`config.mk`:
```
export PLATFORM = sky130hd
export DESIGN_NAME = multdiv_seq
export DESIGN_NICKNAME = d
export VERILOG_FILES = /design/src/rtl/multdiv_pkg.sv /design/src/rtl/multdiv_sign_unit.sv /design/src/rtl/multdiv_seq.sv
export SDC_FILE = /design/constraint.sdc
export NUM_CORES = 1
export LEC_CHECK = 0
export BUFFER_PORTS_ARGS = -buffer_cell sky130_fd_sc_hd__buf_4
export CAP_MARGIN = 20
export CORE_MARGIN = 1
export CORE_UTILIZATION = 50
export DETAILED_ROUTE_END_ITERATION = 8
export PLACE_DENSITY_LB_ADDON = 0.15
export SLEW_MARGIN = 5
export SYNTH_ARGS = -nofsm -noshare
export SYNTH_HDL_FRONTEND = slang
export SYNTH_HIERARCHICAL = 1
export SYNTH_SLANG_ARGS = --single-unit
```
`constraint.sdc`:
```
create_clock -name clock -period 8.9 [get_ports clock]
set_input_delay 2.67 -clock clock [delete_from_list [all_inputs] [get_ports clock]]
set_output_delay 2.67 -clock clock [all_outputs]
set_load 0.02 [all_outputs]
```
`src/rtl/multdiv_pkg.sv`:
```
`default_nettype none
// ============================================================================
// Module  : multdiv_pkg
// Purpose : Shared op encodings, FSM state codes and cycle-count helpers for
//           the iterative multiply/divide unit.
// Revision: 1.0 - initial parametrised release
// ============================================================================
package multdiv_pkg;

  // Operation encodings carried on the op port
  localparam logic [1:0] OP_MUL  = 2'b00;
  localparam logic [1:0] OP_MULH = 2'b01;
  localparam logic [1:0] OP_DIV  = 2'b10;
  localparam logic [1:0] OP_REM  = 2'b11;

  // Control FSM state codes
  localparam logic [1:0] ST_IDLE = 2'd0;
  localparam logic [1:0] ST_BUSY = 2'd1;
  localparam logic [1:0] ST_DONE = 2'd2;

  // Iterations needed for a multiply: MUL_BITS multiplier bits per cycle
  function automatic int mul_cycles(input int width, input int mul_bits);
    return width / mul_bits;
  endfunction

  // Iterations needed for a restoring divide: one quotient bit per cycle
  function automatic int div_cycles(input int width);
    return width;
  endfunction

  // Counter width able to represent 0..n_max
  function automatic int cnt_width(input int n_max);
    return $clog2(n_max + 1);
  endfunction

endpackage : multdiv_pkg
`default_nettype wire

```
`src/rtl/multdiv_sign_unit.sv`:
```
`default_nettype none
// ============================================================================
// Module  : multdiv_sign_unit
// Purpose : Two independent conditional two's-complement negators. Used as
//           abs() on the operands and as the result sign fix-up.
// Revision: 1.0 - initial parametrised release
// ============================================================================
module multdiv_sign_unit #(
  parameter int W_A = 32,
  parameter int W_B = 32
) (
  input  logic [W_A-1:0] val_a,
  input  logic           neg_a,
  input  logic [W_B-1:0] val_b,
  input  logic           neg_b,
  output logic [W_A-1:0] res_a,
  output logic [W_B-1:0] res_b
);

  // Negate each lane only when its flag is set; the arithmetic wraps mod 2^W,
  // so the most negative value maps to itself, which is the wanted magnitude.
  always_comb begin
    res_a = neg_a ? (-val_a) : val_a;
    res_b = neg_b ? (-val_b) : val_b;
  end

endmodule : multdiv_sign_unit
`default_nettype wire

```
`src/rtl/multdiv_seq.sv`:
```
`default_nettype none
// ============================================================================
// Module  : multdiv_seq
// Purpose : Iterative multiply/divide unit with valid/ready handshakes, tag
//           pass-through and flush. Multiply is shift-add on magnitudes,
//           divide is restoring; signs are fixed up at completion.
// Revision: 1.0 - initial parametrised release
// ============================================================================
module multdiv_seq
  import multdiv_pkg::*;
#(
  parameter int WIDTH    = 32,
  parameter int MUL_BITS = 1,
  parameter int TAG_W    = 5
) (
  input  logic             clock,
  input  logic             reset,
  input  logic             in_valid,
  output logic             in_ready,
  input  logic [1:0]       op,
  input  logic             is_signed,
  input  logic [WIDTH-1:0] operand_a,
  input  logic [WIDTH-1:0] operand_b,
  input  logic [TAG_W-1:0] in_tag,
  input  logic             flush,
  output logic             out_valid,
  input  logic             out_ready,
  output logic [WIDTH-1:0] out_result,
  output logic             out_exception,
  output logic [TAG_W-1:0] out_tag,
  output logic             busy
);

  localparam int N_MUL = mul_cycles(WIDTH, MUL_BITS);
  localparam int N_DIV = div_cycles(WIDTH);
  localparam int N_MAX = (N_DIV > N_MUL) ? N_DIV : N_MUL;
  localparam int CNT_W = cnt_width(N_MAX);

  localparam logic [CNT_W-1:0] LAST_MUL = CNT_W'(N_MUL - 1);
  localparam logic [CNT_W-1:0] LAST_DIV = CNT_W'(N_DIV - 1);
  localparam logic [WIDTH-1:0] MOST_NEG = {1'b1, {(WIDTH-1){1'b0}}};

  // --------------------------------------------------------------------------
  // State
  // --------------------------------------------------------------------------
  logic [1:0]         state;
  logic [CNT_W-1:0]   cnt;
  logic [CNT_W-1:0]   cnt_last;
  logic [1:0]         op_q;
  logic               sgn_q;
  logic               neg_p_q;   // product negative
  logic               neg_q_q;   // quotient negative
  logic               neg_r_q;   // remainder negative (dividend sign)
  logic               div0_q;
  logic               ovf_q;
  logic [WIDTH-1:0]   mag;       // multiplicand or divisor magnitude
  logic [2*WIDTH-1:0] acc;       // {partial product | remainder, multiplier | quotient}
  logic [TAG_W-1:0]   tag_q;

  // --------------------------------------------------------------------------
  // Operand magnitudes and request decode
  // --------------------------------------------------------------------------
  logic [WIDTH-1:0] abs_a;
  logic [WIDTH-1:0] abs_b;
  logic             a_neg;
  logic             b_neg;
  logic             req_div;
  logic             req_div0;
  logic             req_ovf;
  logic             accept;

  assign a_neg    = is_signed & operand_a[WIDTH-1];
  assign b_neg    = is_signed & operand_b[WIDTH-1];
  assign req_div  = op[1];
  assign req_div0 = req_div & (operand_b == '0);
  assign req_ovf  = req_div & is_signed & (operand_a == MOST_NEG) & (&operand_b);
  assign accept   = in_valid & in_ready & ~flush;

  multdiv_sign_unit #(
    .W_A (WIDTH),
    .W_B (WIDTH)
  ) u_sign_in (
    .val_a (operand_a),
    .neg_a (a_neg),
    .val_b (operand_b),
    .neg_b (b_neg),
    .res_a (abs_a),
    .res_b (abs_b)
  );

  // --------------------------------------------------------------------------
  // One iteration of multiply or divide on the shared accumulator
  // --------------------------------------------------------------------------
  logic [WIDTH+MUL_BITS-1:0] pp;
  logic [WIDTH+MUL_BITS-1:0] mul_sum;
  logic [2*WIDTH-1:0]        mul_next;
  logic [WIDTH:0]            div_shift;
  logic [WIDTH:0]            div_diff;
  logic [2*WIDTH-1:0]        div_next;
  logic [2*WIDTH-1:0]        acc_next;

  // Compute the next accumulator value for the op in flight
  always_comb begin
    pp = '0;
    for (int i = 0; i < MUL_BITS; i++) begin
      if (acc[i]) begin
        pp = pp + ({{MUL_BITS{1'b0}}, mag} << i);
      end
    end
    mul_sum  = {{MUL_BITS{1'b0}}, acc[2*WIDTH-1:WIDTH]} + pp;
    mul_next = {mul_sum, acc[WIDTH-1:MUL_BITS]};

    div_shift = acc[2*WIDTH-1:WIDTH-1];
    div_diff  = div_shift - {1'b0, mag};
    if (!div_diff[WIDTH]) begin
      div_next = {div_diff[WIDTH-1:0], acc[WIDTH-2:0], 1'b1};
    end else begin
      div_next = {div_shift[WIDTH-1:0], acc[WIDTH-2:0], 1'b0};
    end

    if (div0_q) begin
      acc_next = acc;
    end else if (op_q[1]) begin
      acc_next = div_next;
    end else begin
      acc_next = mul_next;
    end
  end

  // --------------------------------------------------------------------------
  // Result sign fix-up and selection
  // --------------------------------------------------------------------------
  logic [2*WIDTH-1:0] fix_in_a;
  logic               fix_neg_a;
  logic [WIDTH-1:0]   fix_in_b;
  logic [2*WIDTH-1:0] fin_a;
  logic [WIDTH-1:0]   fin_b;
  logic [WIDTH-1:0]   res_sel;
  logic               exc_sel;

  assign fix_in_a  = op_q[1] ? {{WIDTH{1'b0}}, acc_next[WIDTH-1:0]} : acc_next;
  assign fix_neg_a = op_q[1] ? neg_q_q : neg_p_q;
  // A divide-by-zero remainder is the dividend, still held in the low half
  assign fix_in_b  = div0_q ? acc_next[WIDTH-1:0] : acc_next[2*WIDTH-1:WIDTH];

  multdiv_sign_unit #(
    .W_A (2*WIDTH),
    .W_B (WIDTH)
  ) u_sign_out (
    .val_a (fix_in_a),
    .neg_a (fix_neg_a),
    .val_b (fix_in_b),
    .neg_b (neg_r_q),
    .res_a (fin_a),
    .res_b (fin_b)
  );

  // Pick the architectural result and exception flag for the completed op
  always_comb begin
    res_sel = '0;
    exc_sel = 1'b0;
    case (op_q)
      OP_MUL: begin
        res_sel = fin_a[WIDTH-1:0];
        if (sgn_q) begin
          exc_sel = (fin_a[2*WIDTH-1:WIDTH] != {WIDTH{fin_a[WIDTH-1]}});
        end else begin
          exc_sel = (fin_a[2*WIDTH-1:WIDTH] != '0);
        end
      end
      OP_MULH: begin
        res_sel = fin_a[2*WIDTH-1:WIDTH];
        exc_sel = 1'b0;
      end
      OP_DIV: begin
        res_sel = div0_q ? {WIDTH{1'b1}} : fin_a[WIDTH-1:0];
        exc_sel = div0_q | ovf_q;
      end
      default: begin
        res_sel = fin_b;
        exc_sel = div0_q | ovf_q;
      end
    endcase
  end

  // --------------------------------------------------------------------------
  // Control FSM, operand capture, iteration and result registers
  // --------------------------------------------------------------------------
  always_ff @(posedge clock) begin
    if (!reset) begin
      state         <= ST_IDLE;
      cnt           <= '0;
      cnt_last      <= '0;
      op_q          <= OP_MUL;
      sgn_q         <= 1'b0;
      neg_p_q       <= 1'b0;
      neg_q_q       <= 1'b0;
      neg_r_q       <= 1'b0;
      div0_q        <= 1'b0;
      ovf_q         <= 1'b0;
      mag           <= '0;
      acc           <= '0;
      tag_q         <= '0;
      out_result    <= '0;
      out_exception <= 1'b0;
      out_tag       <= '0;
    end else if (flush) begin
      state <= ST_IDLE;
    end else begin
      case (state)
        ST_IDLE: begin
          if (accept) begin
            state    <= ST_BUSY;
            cnt      <= '0;
            cnt_last <= req_div0 ? '0 : (req_div ? LAST_DIV : LAST_MUL);
            op_q     <= op;
            sgn_q    <= is_signed;
            neg_p_q  <= a_neg ^ b_neg;
            neg_q_q  <= a_neg ^ b_neg;
            neg_r_q  <= a_neg;
            div0_q   <= req_div0;
            ovf_q    <= req_ovf;
            mag      <= req_div ? abs_b : abs_a;
            acc      <= {{WIDTH{1'b0}}, (req_div ? abs_a : abs_b)};
            tag_q    <= in_tag;
          end
        end
        ST_BUSY: begin
          acc <= acc_next;
          cnt <= cnt + 1'b1;
          if (cnt == cnt_last) begin
            state         <= ST_DONE;
            out_result    <= res_sel;
            out_exception <= exc_sel;
            out_tag       <= tag_q;
          end
        end
        ST_DONE: begin
          if (out_ready) begin
            state <= ST_IDLE;
          end
        end
        default: begin
          state <= ST_IDLE;
        end
      endcase
    end
  end

  assign in_ready  = (state == ST_IDLE);
  assign out_valid = (state == ST_DONE);
  assign busy      = (state != ST_IDLE);

endmodule : multdiv_seq
`default_nettype wire

```
Word level (Yosys, flattened, before mapping) --
Cells that the tools add are included.
Word-level totals: output and inout bits 41, input port bits 77, register bits after elaboration 160
Operators by class: equality and inequality tests 10, reductions and logical operators 12, add/sub/neg operators 7, multiplexer cells 25, bitwise logic cells 12
Operator list (count):
- 64-bit two-way mux | 6
- 32-bit two-way mux | 8
- 64-bit one-hot mux with 2 select lines | 1
- 32-bit negation | 3
- 32-bit one-hot mux with 3 select lines | 1
- 64-bit negation | 1
- 32-bit by 32-bit adder with 33-bit output | 1
- 33-bit by 32-bit subtractor with 33-bit output | 1
- 32-bit == test, second input constant | 1
- 32-bit logical NOT | 1
- 32-bit != test | 1
- 32-bit AND reduction | 1
- 32-bit nonzero test | 1
- 6-bit one-hot mux with 2 select lines | 1
- 3-bit AND reduction | 4
- 1-bit AND | 8
- 6-bit by 1-bit adder with 6-bit output, second input constant | 1
- 6-bit == test | 1
- 2-bit two-way mux | 3
- 6-bit two-way mux | 1
- 2-bit one-hot mux with 3 select lines | 1
- 5-bit two-way mux | 1
- 2-bit by 1-bit == test with 1-bit output, second input constant | 2
- 2-bit == test, second input constant | 2
- other kinds (10) | 14

Depth between registers and ports, before layout --
depth in word-level cells 10, gate-level depth with buffers 27, depth with buffers taken out 26

Hierarchy --
The synthesis kept the hierarchy.
By module, submodules not included:
- multdiv_seq | cells an instance 1818, seq. area each 3103.0 um^2, instances 1, area each 13362.8 um^2
- multdiv_sign_unit at u_sign_out | cells an instance 333, seq. area each 0.0 um^2, instances 1, area each 2359.8 um^2
- multdiv_sign_unit at u_sign_in | cells an instance 198, seq. area each 0.0 um^2, instances 1, area each 1398.8 um^2

Least setup slack after synthesis --
OpenSTA, ideal clock, no wires.
path type reg-to-reg, from register acc[31], to register out_exception, cell stages (with the launch flop) 28, arrival 5459 ps, buffers on the path 1, required time 8784 ps, path slack 3324 ps, cells stage by stage dfxtp_1 > inv_1 > ha_1 > inv_1 > fa_1 > a211oi_2 > o211ai_1 > a211oi_2 > o21ai_2 > a41oi_4 > xor2_2 > buf_4 > nand2_1 > o21ai_0 > a21oi_1 > inv_1 > ha_1 > or4b_1 > nor4_2 > nand4_2 > o41ai_2 > xnor2_1 > nor4_1 > and4_1 > nand3_1 > a211oi_1 > o311ai_0 > o211a_1
Between the ends: word-level cells in the longest chain between the ends 10
Ends and longest elaborated chain:
- start, declared | line multdiv_seq.sv:57 | logic [2*WIDTH-1:0] acc;
- start signal, assigned | line multdiv_seq.sv:224 | acc <= {{WIDTH{1'b0}}, (req_div ? abs_a : abs_b)};
- start signal, assigned | line multdiv_seq.sv:229 | acc <= acc_next;
- 33-bit by 32-bit subtractor with 33-bit output * | line multdiv_seq.sv:114 | div_diff = div_shift - {1'b0, mag};
- 64-bit two-way mux * | line multdiv_seq.sv:115 | if (!div_diff[WIDTH]) begin
- 64-bit two-way mux * | line multdiv_seq.sv:123 | end else if (op_q[1]) begin
- 64-bit two-way mux * | line multdiv_seq.sv:121 | if (div0_q) begin
- net acc_next[0] | line multdiv_seq.sv:100 | logic [2*WIDTH-1:0] acc_next;
- 64-bit two-way mux * | line multdiv_seq.sv:141 | assign fix_in_a = op_q[1] ? {{WIDTH{1'b0}}, acc_next[WIDTH-1:0]} : acc_next;
- 64-bit negation * | line multdiv_sign_unit.sv:23 | res_a = neg_a ? (-val_a) : val_a;
- 64-bit two-way mux * | line multdiv_sign_unit.sv:23
- net fin_a[46] | line multdiv_seq.sv:136 | logic [2*WIDTH-1:0] fin_a;
- 32-bit != test or 32-bit nonzero test (tied branches) | line multdiv_seq.sv:166, multdiv_seq.sv:168
- 1-bit two-way mux * | line multdiv_seq.sv:165 | if (sgn_q) begin
- 1-bit one-hot mux with 2 select lines * | line multdiv_seq.sv:162 | case (op_q)
- end signal, assigned | line multdiv_seq.sv:234 | out_exception <= exc_sel;
- end, declared | line multdiv_seq.sv:29 | output logic out_exception,
The timed path passes the listed nets; every way through them passes the cells marked *. A chain may end at the register's enable or synchronous reset.

Worst setup path after layout --
Ends and elaborated chain as after synthesis.

==> results.sh <==
export IMPL_status="finished, final reports clean"
export IMPL_vias=18600
export IMPL_worst_slack_ps=1780
export IMPL_grt_total_usage_pct=37.3
export IMPL_synth_avg_cell_area_sq_um=7.29
export IMPL_vias_per_cell=6.59
export IMPL_rsz0062_at_grt="false"
export IMPL_synth_top_area_cell="dfxtp_1"
export IMPL_synth_cell_types=91
export IMPL_port_buffers=117
export IMPL_final_hold_viol_count=0
export IMPL_rows=67
export IMPL_overflow=0
export IMPL_vdd_drop_max_uv=141
export IMPL_cts_root_buf="clkbuf_16"
export IMPL_post_drt_wl_per_cell_um=23.6
export IMPL_ys_seq_area_share_pct=18.1
export IMPL_ios=118
export IMPL_n_antenna_cell=0
export IMPL_coreArea_sq_mm=0.0336
export IMPL_timing_max_cap_violations=0
export IMPL_area_delta_synth_final_pct=9.68
export IMPL_routed_wl_mm=66.7
export IMPL_whs_endpoint="tag_q[3]"
export IMPL_end_kind="flop"
export IMPL_die_area_sq_mm=0.0350
export IMPL_clock_sinks=155
export IMPL_synthCells=2349
export IMPL_cts_setup_buffers=0
export IMPL_final_cell_mix="nand2_1 (328), a21oi_1 (188), xnor2_1 (179)"
export IMPL_dp_hpwl_mm=52.4
export IMPL_clk_path_buf_depth=2
export IMPL_critPathLaunchType="flop"
export IMPL_clk_pin_slew_ps=70
export IMPL_yosysWarningCount=6
export IMPL_setup_tns_ps=0
export IMPL_power_density_mw_per_mm2=119
export IMPL_cts_resized=0
export IMPL_cp_max_fo=25
export IMPL_holdPathStages=2
export IMPL_drt_first_pass_iters=6
export IMPL_grt_pass1_wl_mm=101
export IMPL_die_w_um=187
export IMPL_rrSetupSlack_ps=1780
export IMPL_h_tree_depth=4
export IMPL_reg2reg_depth=26
export IMPL_period_share_pct=80.0
export IMPL_reg2reg_from="acc[31]"
export IMPL_final_util_pct=55.9
export IMPL_synthesis_nets=2497
export IMPL_syn_area_sq_mm=0.0171
export IMPL_ys_seq_elements=155
export IMPL_finalPower_mw=2.24
export IMPL_setup_viol=0
export IMPL_finalMaxSlewViolations=0
export IMPL_final_common_cell="nand2_1"
export IMPL_hp_start="tag_q[3]"
export IMPL_pre_cts_ws_ps=1940
export IMPL_grt_max_degree=88
export IMPL_clk_latency_ps=460
export IMPL_numCtsBuffers=17
export IMPL_cts_tree="yes"
export IMPL_drc=0
export IMPL_instances_no_fill=2819
export IMPL_ant_nets=0
export IMPL_synth_ff_type="dfxtp_1"
export IMPL_criticalPathCategory="reg -> reg"
export IMPL_synth_edf_count=0
export IMPL_arrival_ps=7480
export IMPL_max_slew_margin_rel_pct=18.3
export IMPL_antenna_found_initial=0
export IMPL_required_ps=9260
export IMPL_hp_class="reg -> reg"
export IMPL_period_needed_ps=7120
export IMPL_initial_core_util_pct=50.9
export IMPL_p_leak_nw=7.91
export IMPL_r2r_end="out_exception"
export IMPL_yosysTopAreaCellShare_pct=18.1
export IMPL_gp_congestion=1.07
export IMPL_skew_ps=16.0
export IMPL_timing_fmax_mhz=140
export IMPL_finalNetCount=2506
export IMPL_die_height_um=187
export IMPL_worst_pin_slew_ps=1220
export IMPL_grt_pass1_vias=16900
export IMPL_drtIter0Drc=2355
export IMPL_async_reset_ff_share_pct=0
export IMPL_layout_drive_gt1_share_pct=10.8
export IMPL_hold_buffers=0
export IMPL_synth_area_leaders="dfxtp_1 (18%), xnor2_1 (9.2%), nand2_1 (7.2%)"
export IMPL_place_inst=2786
[sequential cells by signal, indices dropped and copies added (netlist names)]
| signal | cells |
|---|---|
| sgn_q | 1 |
| neg_q_q | 1 |
| state | 2 |
| op_q | 2 |
| out_tag | 5 |
| out_result | 32 |
| div0_q | 1 |
| acc | 64 |
| cnt | 6 |
| neg_r_q | 1 |
| cnt_last | 1 |
| mag | 32 |
| out_exception | 1 |
| ovf_q | 1 |
| tag_q | 5 |
[final cells by class]
type	count	area [sq um]
Clock buffer	19	453
Clock inverter	13	129
Fill cell	3294	14800
Inverter	64	240
Multi-Input combinational cell	1973	13200
Sequential cell	155	3110
Tap cell	448	561
Timing Repair Buffer	147	1110
[logic make-up after synthesis]
group / share of synthesized area, %
AO/OA/AOI/OAI: 28.7
XOR/XNOR: 11.1
adder cells (fa/ha/maj): 5.28
buffers and inverters: 5.17
flip-flops: 18.1
multiplexers: 6.73
AND/OR/NAND/NOR: 24.9
[stage by stage]
step | hold slack (ps) | cell area, sq um
after floorplan | 426 | 17100
after global placement | 443 | 18200
after detailed placement | 451 | 18200
after CTS | 460 | 18800
after global routing | 472 | 18800
final | 465 | 18800
[Yosys cell counts (12+ instances only)]
cell type  count
nand2_1      328
a21oi_1      188
xnor2_1      179
nor2_1       159
dfxtp_1      155
o21ai_0      150
mux2i_1      114
clkbuf_1     112
ha_1          69
o211a_1       66
inv_1         61
o31ai_1       58
a211oi_1      48
nor2b_1       47
nor3_1        46
nand4_1       44
and2_1        39
nor4_1        36
xor2_1        35
a221oi_1      34
nand3_1       29
or3_1         26
buf_1         24
or4_1         23
a21o_1        18
a21boi_0      17
nand2b_1      16
o41ai_1       16
or2_2         16
a31oi_1       14
o21bai_1      13
o211ai_1      12
[worst max-delay path, cell delays in order (launching register included)]
cell	delay (ps)
dfxtp_1	350
inv_1	90
ha_1	170
inv_1	60
fa_1	420
a211oi_2	270
o211ai_1	200
a211oi_2	340
o21ai_2	170
a41oi_4	340
xor2_4	610
nand2_1	210
o21ai_0	130
a21oi_1	220
inv_1	150
ha_1	210
or4b_1	500
nor4_2	560
nand2_1	360
o31ai_1	360
xnor2_1	230
nand4_1	130
nor4_1	280
a21oi_1	100
a211oi_1	210
o311ai_0	140
o211a_1	190
[worst max path at each step]
stage | from | to | slack, ps | cells past startpoint
after CTS | acc[31] | out_exception | 1910 | 26
after global routing | acc[31] | out_exception | 1310 | 26
after detailed placement | acc[31] | out_exception | 1940 | 26
final | acc[31] | out_exception | 1780 | 26
after global placement | acc[31] | out_exception | 2110 | 26
after floorplan | acc[31] | out_exception | 3320 | 27
[report_power, final]
group / internal [mW] / switching (mW) / total, mW
sequential: 0.720 / 0.0327 / 0.753
clock: 0.407 / 0.347 / 0.753
combinational: 0.265 / 0.471 / 0.736
total: 1.39 / 0.850 / 2.24
[routing by layer]
| metal | part of all wire, % | vias up | track usage, % |
|---|---|---|---|
| met4 | 4.3 | 0 | 15.4 |
| met2 | 43 | 1006 | 57.6 |
| met5 | 0 | - | 0 |
| li1 | - | 8621 | - |
| met3 | 10 | 156 | 7.84 |
| met1 | 42 | 8805 | 50.2 |
Power figures use the tool's default switching activity.
